==> src/rtl/acc_pkg.sv <==
// Shared types and constants for the multi-lane accumulator core.
// Holds the FSM encoding, default widths and the saturation limit helper.
package acc_pkg;

    typedef enum logic [1:0] {
        IDLE = 2'd0,
        ACC  = 2'd1,
        DONE = 2'd2
    } state_e;

    localparam int DEF_IN_DATA_WIDTH = 8;
    localparam int DEF_DWIDTH        = 16;
    localparam int DEF_NUM_LANES     = 4;
    localparam int DEF_LEN_WIDTH     = 8;
    localparam int LIM_W             = 64;

    // Largest (hi=1) or smallest (hi=0) value representable in w bits.
    function automatic logic [LIM_W-1:0] lim_val(input int w, input logic sgn, input logic hi);
        logic [LIM_W-1:0] ones;
        ones = {LIM_W{1'b1}} >> (LIM_W - w);
        if (!sgn) begin
            lim_val = hi ? ones : '0;
        end else begin
            lim_val = hi ? (ones >> 1) : (ones ^ (ones >> 1));
        end
    endfunction

endpackage

==> src/rtl/acc_core_multi_if.sv <==
// Streamer-to-core bundle: run/sample inputs and registered result outputs.
interface acc_core_multi_if
    import acc_pkg::*;
#(
    parameter int IN_DATA_WIDTH = DEF_IN_DATA_WIDTH,
    parameter int DWIDTH        = DEF_DWIDTH,
    parameter int NUM_LANES     = DEF_NUM_LANES,
    parameter int LEN_WIDTH     = DEF_LEN_WIDTH
) ();

    logic                           run_i;
    logic [LEN_WIDTH-1:0]           len_i;
    logic                           signed_i;
    logic                           valid_i;
    logic [NUM_LANES*IN_DATA_WIDTH-1:0] number_i;
    logic                           busy_o;
    logic                           valid_o;
    logic [NUM_LANES*DWIDTH-1:0]    result_o;
    logic [NUM_LANES-1:0]           ovf_o;

    modport master (
        output run_i, len_i, signed_i, valid_i, number_i,
        input  busy_o, valid_o, result_o, ovf_o
    );

    modport slave (
        input  run_i, len_i, signed_i, valid_i, number_i,
        output busy_o, valid_o, result_o, ovf_o
    );

endinterface

==> src/rtl/acc_lane.sv <==
// One accumulation lane: operand extension, add, overflow detection,
// saturate-or-wrap and a sticky overflow flag.
module acc_lane
    import acc_pkg::*;
#(
    parameter int IN_DATA_WIDTH = DEF_IN_DATA_WIDTH,
    parameter int DWIDTH        = DEF_DWIDTH,
    parameter int SATURATE      = 0
) (
    input  logic                     clk,
    input  logic                     rst_n,
    input  logic                     clr_i,
    input  logic                     en_i,
    input  logic                     sgn_i,
    input  logic [IN_DATA_WIDTH-1:0] op_i,
    output logic [DWIDTH-1:0]        acc_o,
    output logic                     ovf_o
);

    localparam int SW = DWIDTH + 1;

    logic [DWIDTH-1:0]     acc_q, acc_d;
    logic                  ovf_q, ovf_d;
    logic signed [SW-1:0]  op_ext, acc_ext, sum;
    logic                  ovf_now;

    // Out-of-range sums clamp toward the side they left, in signed mode the sign of the wide sum tells which.
    function automatic logic [DWIDTH-1:0] clamp(input logic signed [SW-1:0] s, input logic sgn,
                                                input logic ovf);
        if (!ovf || SATURATE == 0) begin
            clamp = s[DWIDTH-1:0];
        end else begin
            clamp = DWIDTH'(lim_val(DWIDTH, sgn, ~(sgn & s[SW-1])));
        end
    endfunction

    always_comb begin
        op_ext  = sgn_i ? {{(SW-IN_DATA_WIDTH){op_i[IN_DATA_WIDTH-1]}}, op_i}
                        : {{(SW-IN_DATA_WIDTH){1'b0}}, op_i};
        acc_ext = sgn_i ? {acc_q[DWIDTH-1], acc_q} : {1'b0, acc_q};
        sum     = acc_ext + op_ext;
        ovf_now = sgn_i ? (sum[SW-1] ^ sum[SW-2]) : sum[SW-1];
        acc_d   = acc_q;
        ovf_d   = ovf_q;
        if (clr_i) begin
            acc_d = '0;
            ovf_d = 1'b0;
        end else if (en_i) begin
            acc_d = clamp(sum, sgn_i, ovf_now);
            ovf_d = ovf_q | ovf_now;
        end
    end

    always_ff @(posedge clk or negedge rst_n) begin
        if (!rst_n) begin
            acc_q <= '0;
            ovf_q <= 1'b0;
        end else begin
            acc_q <= acc_d;
            ovf_q <= ovf_d;
        end
    end

    assign acc_o = acc_q;
    assign ovf_o = ovf_q;

endmodule

==> src/rtl/acc_core_multi.sv <==
// Multi-lane accumulator: FSM and sample counter, with one acc_lane per lane.
// Results and flags hold after DONE until the next accepted run.
module acc_core_multi
    import acc_pkg::*;
#(
    parameter int IN_DATA_WIDTH = DEF_IN_DATA_WIDTH,
    parameter int DWIDTH        = DEF_DWIDTH,
    parameter int NUM_LANES     = DEF_NUM_LANES,
    parameter int LEN_WIDTH     = DEF_LEN_WIDTH,
    parameter int SATURATE      = 0
) (
    input  logic             clk,
    input  logic             reset_n,
    acc_core_multi_if.slave  bus
);

    state_e               state_q, state_d;
    logic [LEN_WIDTH-1:0] cnt_q, cnt_d, len_q, len_d, cnt_inc;
    logic                 sgn_q, sgn_d;
    logic                 busy_q, busy_d, valid_q, valid_d;
    logic                 clr, add_en;
    logic [NUM_LANES*DWIDTH-1:0] res_w;
    logic [NUM_LANES-1:0]        ovf_w;

    always_comb begin
        state_d = state_q;
        cnt_d   = cnt_q;
        len_d   = len_q;
        sgn_d   = sgn_q;
        clr     = 1'b0;
        add_en  = 1'b0;
        cnt_inc = cnt_q + 1'b1;
        case (state_q)
            IDLE: begin
                if (bus.run_i) begin
                    clr     = 1'b1;
                    len_d   = bus.len_i;
                    sgn_d   = bus.signed_i;
                    cnt_d   = '0;
                    state_d = (bus.len_i == '0) ? DONE : ACC;
                end
            end
            ACC: begin
                if (bus.valid_i) begin
                    add_en = 1'b1;
                    cnt_d  = cnt_inc;
                    if (cnt_inc == len_q) state_d = DONE;
                end
            end
            DONE:    state_d = IDLE;
            default: state_d = IDLE;
        endcase
        // Flags are derived from the next state so they line up with it once registered.
        busy_d  = (state_d != IDLE);
        valid_d = (state_d == DONE);
    end

    always_ff @(posedge clk or negedge reset_n) begin
        if (!reset_n) begin
            state_q <= IDLE;
            cnt_q   <= '0;
            len_q   <= '0;
            sgn_q   <= 1'b0;
            busy_q  <= 1'b0;
            valid_q <= 1'b0;
        end else begin
            state_q <= state_d;
            cnt_q   <= cnt_d;
            len_q   <= len_d;
            sgn_q   <= sgn_d;
            busy_q  <= busy_d;
            valid_q <= valid_d;
        end
    end

    for (genvar k = 0; k < NUM_LANES; k++) begin : g_lane
        acc_lane #(
            .IN_DATA_WIDTH(IN_DATA_WIDTH),
            .DWIDTH       (DWIDTH),
            .SATURATE     (SATURATE)
        ) u_lane (
            .clk   (clk),
            .rst_n (reset_n),
            .clr_i (clr),
            .en_i  (add_en),
            .sgn_i (sgn_q),
            .op_i  (bus.number_i[k*IN_DATA_WIDTH +: IN_DATA_WIDTH]),
            .acc_o (res_w[k*DWIDTH +: DWIDTH]),
            .ovf_o (ovf_w[k])
        );
    end

    assign bus.busy_o   = busy_q;
    assign bus.valid_o  = valid_q;
    assign bus.result_o = res_w;
    assign bus.ovf_o    = ovf_w;

endmodule

==> src/flat_wrapper.sv <==
// flat-port wrapper written by rule: the top's interface ports become plain ports
module acc_core_multi_flat import acc_pkg::*;
#(
    parameter int IN_DATA_WIDTH = DEF_IN_DATA_WIDTH,
    parameter int DWIDTH        = DEF_DWIDTH,
    parameter int NUM_LANES     = DEF_NUM_LANES,
    parameter int LEN_WIDTH     = DEF_LEN_WIDTH,
    parameter int SATURATE      = 0
)
  (clk, reset_n, bus_run_i, bus_len_i, bus_signed_i, bus_valid_i, bus_number_i, bus_busy_o, bus_valid_o, bus_result_o, bus_ovf_o);
  acc_core_multi_if #(.IN_DATA_WIDTH(IN_DATA_WIDTH), .DWIDTH(DWIDTH), .NUM_LANES(NUM_LANES), .LEN_WIDTH(LEN_WIDTH)) bus_i ();
  input  logic clk;
  input  logic reset_n;
  input wire logic [$bits(bus_i.run_i)-1:0] bus_run_i;
  input wire logic [$bits(bus_i.len_i)-1:0] bus_len_i;
  input wire logic [$bits(bus_i.signed_i)-1:0] bus_signed_i;
  input wire logic [$bits(bus_i.valid_i)-1:0] bus_valid_i;
  input wire logic [$bits(bus_i.number_i)-1:0] bus_number_i;
  output wire logic [$bits(bus_i.busy_o)-1:0] bus_busy_o;
  output wire logic [$bits(bus_i.valid_o)-1:0] bus_valid_o;
  output wire logic [$bits(bus_i.result_o)-1:0] bus_result_o;
  output wire logic [$bits(bus_i.ovf_o)-1:0] bus_ovf_o;
  assign bus_i.run_i = bus_run_i;
  assign bus_i.len_i = bus_len_i;
  assign bus_i.signed_i = bus_signed_i;
  assign bus_i.valid_i = bus_valid_i;
  assign bus_i.number_i = bus_number_i;
  assign bus_busy_o = bus_i.busy_o;
  assign bus_valid_o = bus_i.valid_o;
  assign bus_result_o = bus_i.result_o;
  assign bus_ovf_o = bus_i.ovf_o;
  acc_core_multi #(.IN_DATA_WIDTH(IN_DATA_WIDTH), .DWIDTH(DWIDTH), .NUM_LANES(NUM_LANES), .LEN_WIDTH(LEN_WIDTH), .SATURATE(SATURATE)) u_core (.clk(clk), .reset_n(reset_n), .bus(bus_i));
endmodule
==> config.mk <==
export PLATFORM = sky130hd
export DESIGN_NAME = acc_core_multi_flat
export DESIGN_NICKNAME = d
export VERILOG_FILES = /design/src/rtl/acc_pkg.sv /design/src/rtl/acc_core_multi_if.sv /design/src/rtl/acc_lane.sv /design/src/rtl/acc_core_multi.sv /design/src/flat_wrapper.sv
export SDC_FILE = /design/constraint.sdc
export NUM_CORES = 1
export LEC_CHECK = 0
export ABC_AREA = 1
export CAP_MARGIN = 0
export CELL_PAD_IN_SITES_DETAIL_PLACEMENT = 1
export CELL_PAD_IN_SITES_GLOBAL_PLACEMENT = 1
export CORE_MARGIN = 2
export CORE_UTILIZATION = 42
export DETAILED_ROUTE_END_ITERATION = 7
export PLACE_DENSITY_LB_ADDON = 0.1
export SYNTH_ARGS = -nofsm -noshare
export SYNTH_HDL_FRONTEND = slang
export SYNTH_SLANG_ARGS = --single-unit
export TNS_END_PERCENT = 1
==> constraint.sdc <==
create_clock -name clk -period 6.4 [get_ports clk]
set_input_delay 0.96 -clock clk [delete_from_list [all_inputs] [get_ports clk]]
set_output_delay 0.96 -clock clk [all_outputs]
set_load 0.02 [all_outputs]
# Word-level counts from Yosys, hierarchy flattened
# Cells that the tools add are included.
# Widths: inputs -> output; s select.
[word_totals]
reg_bits = 89
in_bits = 45
out_inout_bits = 70
wordCells = 79
[classes]
add_sub_neg = 5
n_mux = 40
bitwise_logic = 8
n_reduce_logical = 7
n_eq_ne = 5
[op_table]
columns = ["op", "count"]
rows = [
  ["$mux 17", 8],
  ["$mux 16", 8],
  ["$add 17x17->17", 4],
  ["$mux 1", 16],
  ["$mux 8", 2],
  ["$pmux 8 s2", 1],
  ["$add 8x1->8 const B", 1],
  ["$eq 8x8->1", 1],
  ["$logic_not 8->1", 1],
  ["$mux 2", 4],
  ["$reduce_bool 2->1", 3],
  ["$ne 2x2->1 const B", 2],
  ["$or 1x1->1", 4],
  ["$pmux 2 s2", 1],
  ["$xor 1x1->1", 4],
  ["$reduce_and 3->1", 1],
  ["$eq 2x1->1 const B", 1],
  ["$eq 2x2->1 const B", 1],
  ["$logic_not 2->1", 1],
  ["$reduce_and 2->1", 1],
]

# Longest topological paths before layout
# Gate-level depths: netlist of run 1.
[logic_depth]
word_depth = 7
depth_mapped = 16
ltp_nobuf = 16

# Cells and area by module
# A second synthesis of run 1 with hierarchy kept.
[unflattened]
cells_unflattened = 1049
area_unflattened_um2 = 7464.7
[by_module_without_submodules]
columns = ["mod", "area_per_inst_um2", "seq_area_each_um2", "cells_per_inst", "instances"]
rows = [
  ["acc_lane at u_core.g_lane[0].u_lane ...", 1580.3, 425.4, 222, 2],
  ["acc_lane at u_core.g_lane[2].u_lane ...", 1547.7, 425.4, 225, 2],
  ["acc_core_multi", 1208.7, 525.5, 155, 1],
]

# Least setup slack after synthesis of run 1
# Ideal clock, no wire load.
[synth_path]
kind = "input to register"
from = "input port bus_number_i[0]"
to = "register u_core.g_lane[0].u_lane.acc_q[14]"
n_path_buf = 0
arrival_ns = 2.427
setup_slack_ns = 3.855
path_stages = 14
setup_ns = 0.118
cell_sequence = "ha_1 > inv_1 > fa_1 > inv_1 > nand3_1 > nand2_1 > nand2_1 > nand2_1 > nand2_1 > nand3_2 > a21boi_0 > or2_1 > nand3_1 > nand2_1"
[synth_via]
elab_chain_len = 4
[synth_rtl]
columns = ["item", "line", "source"]
rows = [
  ["from (decl)", "flat_wrapper.sv:18", "input wire logic [$bits(bus_i.number_i)-1:0] bus_number_i;"],
  ["$mux 17", "acc_lane.sv:38", "op_ext = sgn_i ? {{(SW-IN_DATA_WIDTH){op_i[IN_DATA_WIDTH-1]}}, op_i}"],
  ["$add 17x17->17", "acc_lane.sv:41", "sum = acc_ext + op_ext;"],
  ["$mux 16", "acc_lane.sv:48", "end else if (en_i) begin"],
  ["$mux 16", "acc_lane.sv:45", "if (clr_i) begin"],
  ["to (signal assigned)", "acc_lane.sv:56", "acc_q <= '0;"],
  ["to (signal assigned)", "acc_lane.sv:59", "acc_q <= acc_d;"],
  ["to (decl)", "acc_lane.sv:22", "logic [DWIDTH-1:0] acc_q, acc_d;"],
]
# Every way passes these cells. The select of a mux whose other input is x is not followed.
# A chain may end at the register's enable or synchronous reset.

# Worst setup path in the final report of run 1
[layout_path]
from = "input port bus_number_i[31]"
to = "register u_core.g_lane[3].u_lane.ovf_q"
[layout_via]
elab_chain_len = 7
[layout_rtl]
columns = ["item", "line", "source"]
rows = [
  ["$mux 17 *", "acc_lane.sv:38", ""],
  ["$add 17x17->17 *", "acc_lane.sv:41", ""],
  ["$xor 1x1->1", "acc_lane.sv:42", "ovf_now = sgn_i ? (sum[SW-1] ^ sum[SW-2]) : sum[SW-1];"],
  ["$mux 1 *", "acc_lane.sv:42", ""],
  ["$or 1x1->1 *", "acc_lane.sv:50", "ovf_d = ovf_q | ovf_now;"],
  ["$mux 1 *", "acc_lane.sv:48", ""],
  ["$mux 1 *", "acc_lane.sv:45", ""],
  ["to (signal assigned)", "acc_lane.sv:60", "ovf_q <= ovf_d;"],
  ["to (decl)", "acc_lane.sv:23", "logic ovf_q, ovf_d;"],
]
# Every way passes the cells marked *; elsewhere a longest branch is shown, timed or not. The select of a mux whose other input is x is not followed.

==> flow_summary_export.csv, run 1 <==
group,metric,value,unit
timing,tns,0,ns
logic_synthesis,syn_avg_cell_area,6.86,µm²
die,fp.dieH,134,µm
drt,drt_iter0_drc,299,
timing,worst_slew_pin_slew,0.976,ns
clocking,numCtsBuffers,9,
drt,vias,7229,
drt,avgRoutedWirePerCell,16.1,µm
final_layout,syn2layout_area_growth,21.6,%
final_layout,fin_nets,1224,
logic_synthesis,synth_commonest_cells,"nand2_1, inv_1, dfrtp_1, nand3_1, o21ai_0",
timing,finalSetupViolCount,0,
placement,hpwl,15600,µm
final_layout,drive_above_1_share,5.27,%
run_status,status,"finished, final reports clean",
global_routing,track_usage,25.2,%
drt,drt-total-wl,21900,µm
setup_path,worstSetupPathType,"primary input to register",
die,start_util,42.9,%
drt,drt_first_pass_iters,4,
logic_synthesis,syn-num-nets,1127,
global_routing,grt_max_degree,61,
timing,maxSlewHeadroom,34.9,%
clocking,clockBufferDepth,2,
die,die_w,134,µm
clocking,cts_root_buf,"clkbuf_16",
clocking,cts_setup_buffers,0,
pwr,switching_power,2220,µW
pwr,power_leakage,0.00427,µW
pwr,clockPowerShare,13.0,%
global_routing,gr-total-overflow,0,
pwr,power.density,511,nW/µm²
setup_path,crit_buf_inv,4,
die,coreArea,16600,µm²
clocking,clock_latency,0.36,ns
pwr,p_seq_share,25.1,%
global_routing,antenna_found_initial,0,
timing,timing.final.crit_share,50.1,%
setup_path,worstSetupStartpointType,"primary input",
setup_path,crit_arrival,3.41,ns
setup_path,cpLargestDelayFamily,"buffers and inverters",
run,drv_cap,0,
clocking,cts_resized,0,
logic_synthesis,ys.flop_type,"dfrtp_1",
logic_synthesis,synth-async-reset-ratio,100,%
setup_path,required,6.61,ns
global_routing,grt_pass1_vias,7430,
setup_path,end_kind,"register",
logic_synthesis,yosysUniqueCellTypes,43,
setup_path,critPathSlowestCell,"clkdlybuf4s50_1",
setup_path,critPathMaxStageDelay,0.73,ns
logic_synthesis,ys_ff_latch,89,
global_routing,grt_first_pass_wirelength,36800,µm
setup_path,cpMostUsedCell,"nand3_1",
pwr,vdd_ir_drop_max,0.209,mV
drt,antenna_left,0,
placement,place.gp.congestion,0.835,
die,fp.dieArea,18000,µm²
setup_path,crit_path_max_fanout,13,
logic_synthesis,synth_edf_count,0,
pwr,switching_share,50.3,%
die,num_io_pins,115,
clocking,cts_tree,"yes",
timing,fin_skew,0.0139,ns
drt,via_per_inst,5.32,
logic_synthesis,syn-cell-area,7110,µm²
logic_synthesis,ys_seq_area_share,31.3,%
timing,rsz0062_at_grt,"no",
pwr,combinationalPowerShare,61.9,%
logic_synthesis,synth_top_area_cell,"dfrtp_1",
setup_path,critical_path.cell_chain,"clkdlybuf4s50_1 > nand2_4 > inv_2 > ha_1 > inv_1 > o21bai_1 > o21bai_1 > inv_1 > o21ai_0 > nand3_1 > nand2_1 > nand3_1 > nand3_1 > a21oi_1",
logic_synthesis,yosysWarningCount,0,
logic_synthesis,ys_top_cells_by_area,"dfrtp_1, nand2_1, ha_1, inv_1, nand3_1",
clocking,cts_hold_buf,0,
placement,numPortBuffers,114,
timing,holdWs,0.499,ns
timing,timing.fmax,312,MHz
logic_synthesis,synth_top_area_share,31.3,%
clocking,clk_pin_slew,0.08,ns
pwr,internal-power,2200,µW
logic_synthesis,syn_inst,1037,
drt,drcViolationCount,0,
logic_synthesis,yosysMostFrequentCell,"nand2_1",
clocking,htreeDepth,3,
worst_hold_path,worstHoldPathType,"register to register",
clocking,cts_num_sinks,89,
final_layout,diodes,0,
timing,min_period,3.21,ns
timing,hold_violations,0,
timing,slew_viol_final,0,
die,rows,47,
[cell type report]
class,instances,area [µm²]
fillers,2196,7940
multi-input cells,789,4180
flip-flops and latches,89,2230
repair buffers,119,1180
inverters,126,473
well taps,220,275
clock buffers,9,225
clock inverters,7,81.3
[power groups by stage]
stage / Sequential [µW] / Clock [µW] / Combinational [µW]
after floorplan: 1260 / 0 / 1680
after global placement: 1110 / 0 / 2640
after detailed placement: 1110 / 0 / 2720
after CTS: 1110 / 586 / 2750
after global routing: 1150 / 603 / 3060
final: 1110 / 574 / 2730
[metrics by stage]
step                      cell area, µm²  util (%)  setup WS, ns  total power (µW)  cells
final                               8640      52.1          3.19              4420   1359
after floorplan                     7110         -          3.86              2940   1037
after detailed placement            8340      50.3          2.85              3830   1343
after CTS                           8640      52.1          3.21              4440   1359
after global routing                8640      52.1          2.88              4810   1359
after global placement              8340      50.3          2.90              3750   1343
[per-layer routing]
metal | vias up | track usage (%) | share of wire [%]
met5 | - | 0 | 0
met4 | 0 | 6.78 | 1.2
met3 | 18 | 3.33 | 3.9
met2 | 124 | 43.0 | 48
met1 | 3478 | 33.8 | 47
li1 | 3609 | - | -
[kinds of logic (layout without fill, tap and decap cells)]
logic type	after synthesis	count (layout)	share of synthesized area, %
simple gates	521	521	31.6
buf+inv	159	261	9.87
flops	89	89	31.3
xor+xnor	24	24	2.96
fa+ha+maj	45	45	8.34
compound gates	199	199	15.9
[flip-flops by register name, indices dropped and copies added, names as in the netlist]
signal	flops
u_core.sgn_q	1
u_core.g_lane.u_lane.ovf_o	4
u_core.state_q	2
u_core.g_lane.u_lane.acc_o	64
u_core.bus.valid_o	1
u_core.bus.busy_o	1
u_core.len_q	8
u_core.cnt_q	8
[worst paths after layout]
path,slack (ns),depth (start not counted),startpoint,to
max,3.19,14,bus_number_i[31],u_core.g_lane[3].u_lane.ovf_o
min reg2reg,0.50,2,u_core.len_q[7],u_core.len_q[7]
min in group asynchronous,0.53,1,reset_n,u_core.g_lane[3].u_lane.acc_o[10]
max reg2reg,3.49,14,u_core.sgn_q,u_core.g_lane[0].u_lane.ovf_o
max in group asynchronous,4.63,2,reset_n,u_core.sgn_q
min,0.50,2,u_core.len_q[7],u_core.len_q[7]
[placed cells by master (no fill, tap or decap), types with 3 or more instances in the layout]
cell             netlist  layout
a21oi_1               59      59
a31oi_1                4       4
nand2_1              330     330
a22o_1                 8       8
xor2_1                10      10
nor2_1                48      47
ha_1                  41      41
inv_1                122     122
o31ai_1                6       6
nand3_1               87      87
nand2_4                3       3
nand3_2                7       7
o22ai_1               21      21
dfrtp_1               89      88
clkbuf_16              0       9
fa_1                   4       4
nand4_1               20      20
inv_2                  3       3
nand2_2               13      13
o21ai_0               79      79
clkdlybuf4s50_1        0     113
o21bai_1              10      10
nor2_2                 5       6
inv_6                  0       5
buf_4                  6       6
xnor2_1               14      14
[worst min-delay path, stage by stage, from the launching register on]
cell	delay (ns)
dfrtp_1	0.36
nand2_1	0.06
nand2_1	0.05
(Power assumes the default switching activity.)
==> run 2: changes to the inputs <==
- CORE_UTILIZATION: 42 -> 39
- clock period: 6.4 -> 3.01 ns (I/O delays scaled with it)
==> run 2 against run 1 <==
Die area rose by 7.5%. Global-route usage fell by 1.8 points. Worst hold slack got worse by 0.40 ns. First-iteration DRC count rose by 6.0%. Clock skew fell by 0.0025 ns. Critical endpoint is now u_core.g_lane[3].u_lane.acc_o[14]. Largest power group unchanged.
==> flow_summary_export.csv, run 2 (synthesis gave the netlist of run 1 again) <==
group,metric,value,unit
final_layout,diodes,0,
drt,drt-total-wl,21700,µm
die,num_io_pins,115,
clocking,htreeDepth,3,
timing,rsz0062_at_grt,"no",
clocking,clockBufferDepth,2,
timing,maxSlewHeadroom,36.2,%
drt,wl_met3,1020,µm
pwr,switching_power,4690,µW
drt,vias,7242,
pwr,switching_share,50.3,%
placement,hpwl,16000,µm
final_layout,fin_nets,1233,
die,coreArea,17900,µm²
drt,via_per_inst,5.26,
worst_hold_path,worstHoldPathType,"primary input to asynchronous set/reset pin",
setup_path,worstSetupPathType,"primary input to register",
run_status,status,"finished, final reports clean",
pwr,internal-power,4620,µW
final_layout,syn2layout_area_growth,22.7,%
clocking,cts_hold_buf,0,
setup_path,worstSetupStartpointType,"primary input",
timing,layout_setup_ws,0.556,ns
drt,avgRoutedWirePerCell,15.7,µm
clocking,cts_tree,"yes",
run,drv_cap,0,
die,rows,49,
drt,drcViolationCount,0,
final_layout,final_cell_mix,"nand2_1, inv_1, clkdlybuf4s50_1",
drt,met1_length,10600,µm
setup_path,crit_path_max_fanout,5,
timing,hold_violations,0,
drt,antenna_left,0,
setup_path,crit_arrival,2.69,ns
setup_path,critPathSlowestCell,"clkdlybuf4s50_1",
global_routing,grt_pass1_vias,7513,
global_routing,track_usage,23.4,%
die,start_util,39.7,%
pwr,combinationalPowerShare,62.1,%
pwr,power.density,1070,nW/µm²
setup_path,end_kind,"register",
drt,maxUsedRoutingLayer,"met4",
die,die_w,139,µm
setup_path,required,3.24,ns
final_layout,largest_reg_flops,64,
final_layout,final_common_cell,"nand2_1",
die,fp.dieArea,19300,µm²
timing,timing.final.crit_share,81.5,%
placement,pre_cts_slack,0.209,ns
clocking,clock_latency,0.36,ns
timing,timing.fmax,408,MHz
timing,min_period,2.45,ns
clocking,cts_num_sinks,89,
timing,finalSetupViolCount,0,
pwr,power_leakage,0.00432,µW
drt,drt_iter0_drc,317,
setup_path,cpMostUsedCell,"nand2_1",
clocking,cts_setup_buffers,0,
timing,worst_slew_pin_slew,0.955,ns
clocking,cts_root_buf,"clkbuf_16",
setup_path,critical_path.cell_chain,"clkdlybuf4s50_1 > ha_1 > inv_1 > fa_1 > nand3b_1 > nand2_1 > nand2_1 > nand2_1 > nand2_1 > nand3_1 > a21boi_1 > inv_1 > a21oi_1 > o21ai_0 > nand2_1",
pwr,p_seq_share,25.4,%
setup_path,critPathMaxStageDelay,0.46,ns
final_layout,post-route-util,48.7,%
final_layout,fill_cells,2329,
drt,routed-wl-met2,9760,µm
placement,place.gp.congestion,0.835,
pwr,vdd_ir_drop_max,0.441,mV
global_routing,gr-total-overflow,0,
global_routing,grt_max_degree,46,
pwr,clockPowerShare,12.5,%
timing,slew_viol_final,0,
clocking,cts_resized,0,
clocking,clk_pin_slew,0.08,ns
final_layout,drive_above_1_share,6.01,%
global_routing,antenna_found_initial,0,
drt,drt_first_pass_iters,4,
global_routing,grt_first_pass_wirelength,37300,µm
clocking,numCtsBuffers,9,
placement,numPortBuffers,114,
die,fp.dieH,139,µm
timing,fin_skew,0.0114,ns
timing,tns,0,ns
[run 2: power groups by stage]
stage	logic (µW)	clock network [µW]	registers, µW
global route	6540	1240	2460
global placement	5670	0	2370
detailed placement	5790	0	2380
CTS	5830	1200	2370
floorplan	3570	0	2680
finish	5780	1170	2360
[run 2: final cells by class]
type                    instances  area, µm²  share of cell area [%]
clock buffers                   9        225                    2.58
inverters                     126        473                    5.42
multi-input cells             789       4180                    48.0
well taps                     229        287                    3.29
flip-flops and latches         89       2230                    25.6
repair buffers                128       1260                    14.4
clock inverters                 7       67.6                   0.775
[run 2: layer usage]
| metal | vias up | global-route usage, % |
|---|---|---|
| li1 | 3638 | - |
| met1 | 3460 | 32.8 |
| met2 | 125 | 37.3 |
| met3 | 19 | 4.59 |
| met4 | 0 | 5.74 |
| met5 | - | 0 |
[run 2: final timing paths]
kind	from	endpoint	slack, ns	cells past startpoint
hold / removal	reset_n	u_core.g_lane[2].u_lane.acc_o[2]	0.09	1
max in group asynchronous	reset_n	u_core.cnt_q[2]	2.23	2
setup / recovery	bus_number_i[24]	u_core.g_lane[3].u_lane.acc_o[14]	0.56	15
hold reg to reg	u_core.len_q[5]	u_core.len_q[5]	0.50	2
setup reg to reg	u_core.sgn_q	u_core.g_lane[3].u_lane.ovf_o	0.67	13
min in group clk	u_core.len_q[5]	u_core.len_q[5]	0.50	2
[run 2: through the flow]
stage / power [µW] / instance area [µm²] / hold WS [ns] / std cells
global route: 10200 / 8720 / 0.137 / 1377
detailed placement: 8170 / 8430 / 0.487 / 1361
finish: 9310 / 8720 / 0.0945 / 1377
floorplan: 6250 / 7110 / 0.156 / 1037
global placement: 8040 / 8430 / 0.485 / 1361
CTS: 9410 / 8720 / 0.118 / 1377
[run 2: critical path: cells and delay by family]
| family | cells | cell delay, ns |
|---|---|---|
| buffers and inverters | 3 | 0.59 |
| and+or+nand+nor | 7 | 0.83 |
| adders and majority gates | 2 | 0.57 |
| AOI/OAI and AO/OA | 3 | 0.24 |
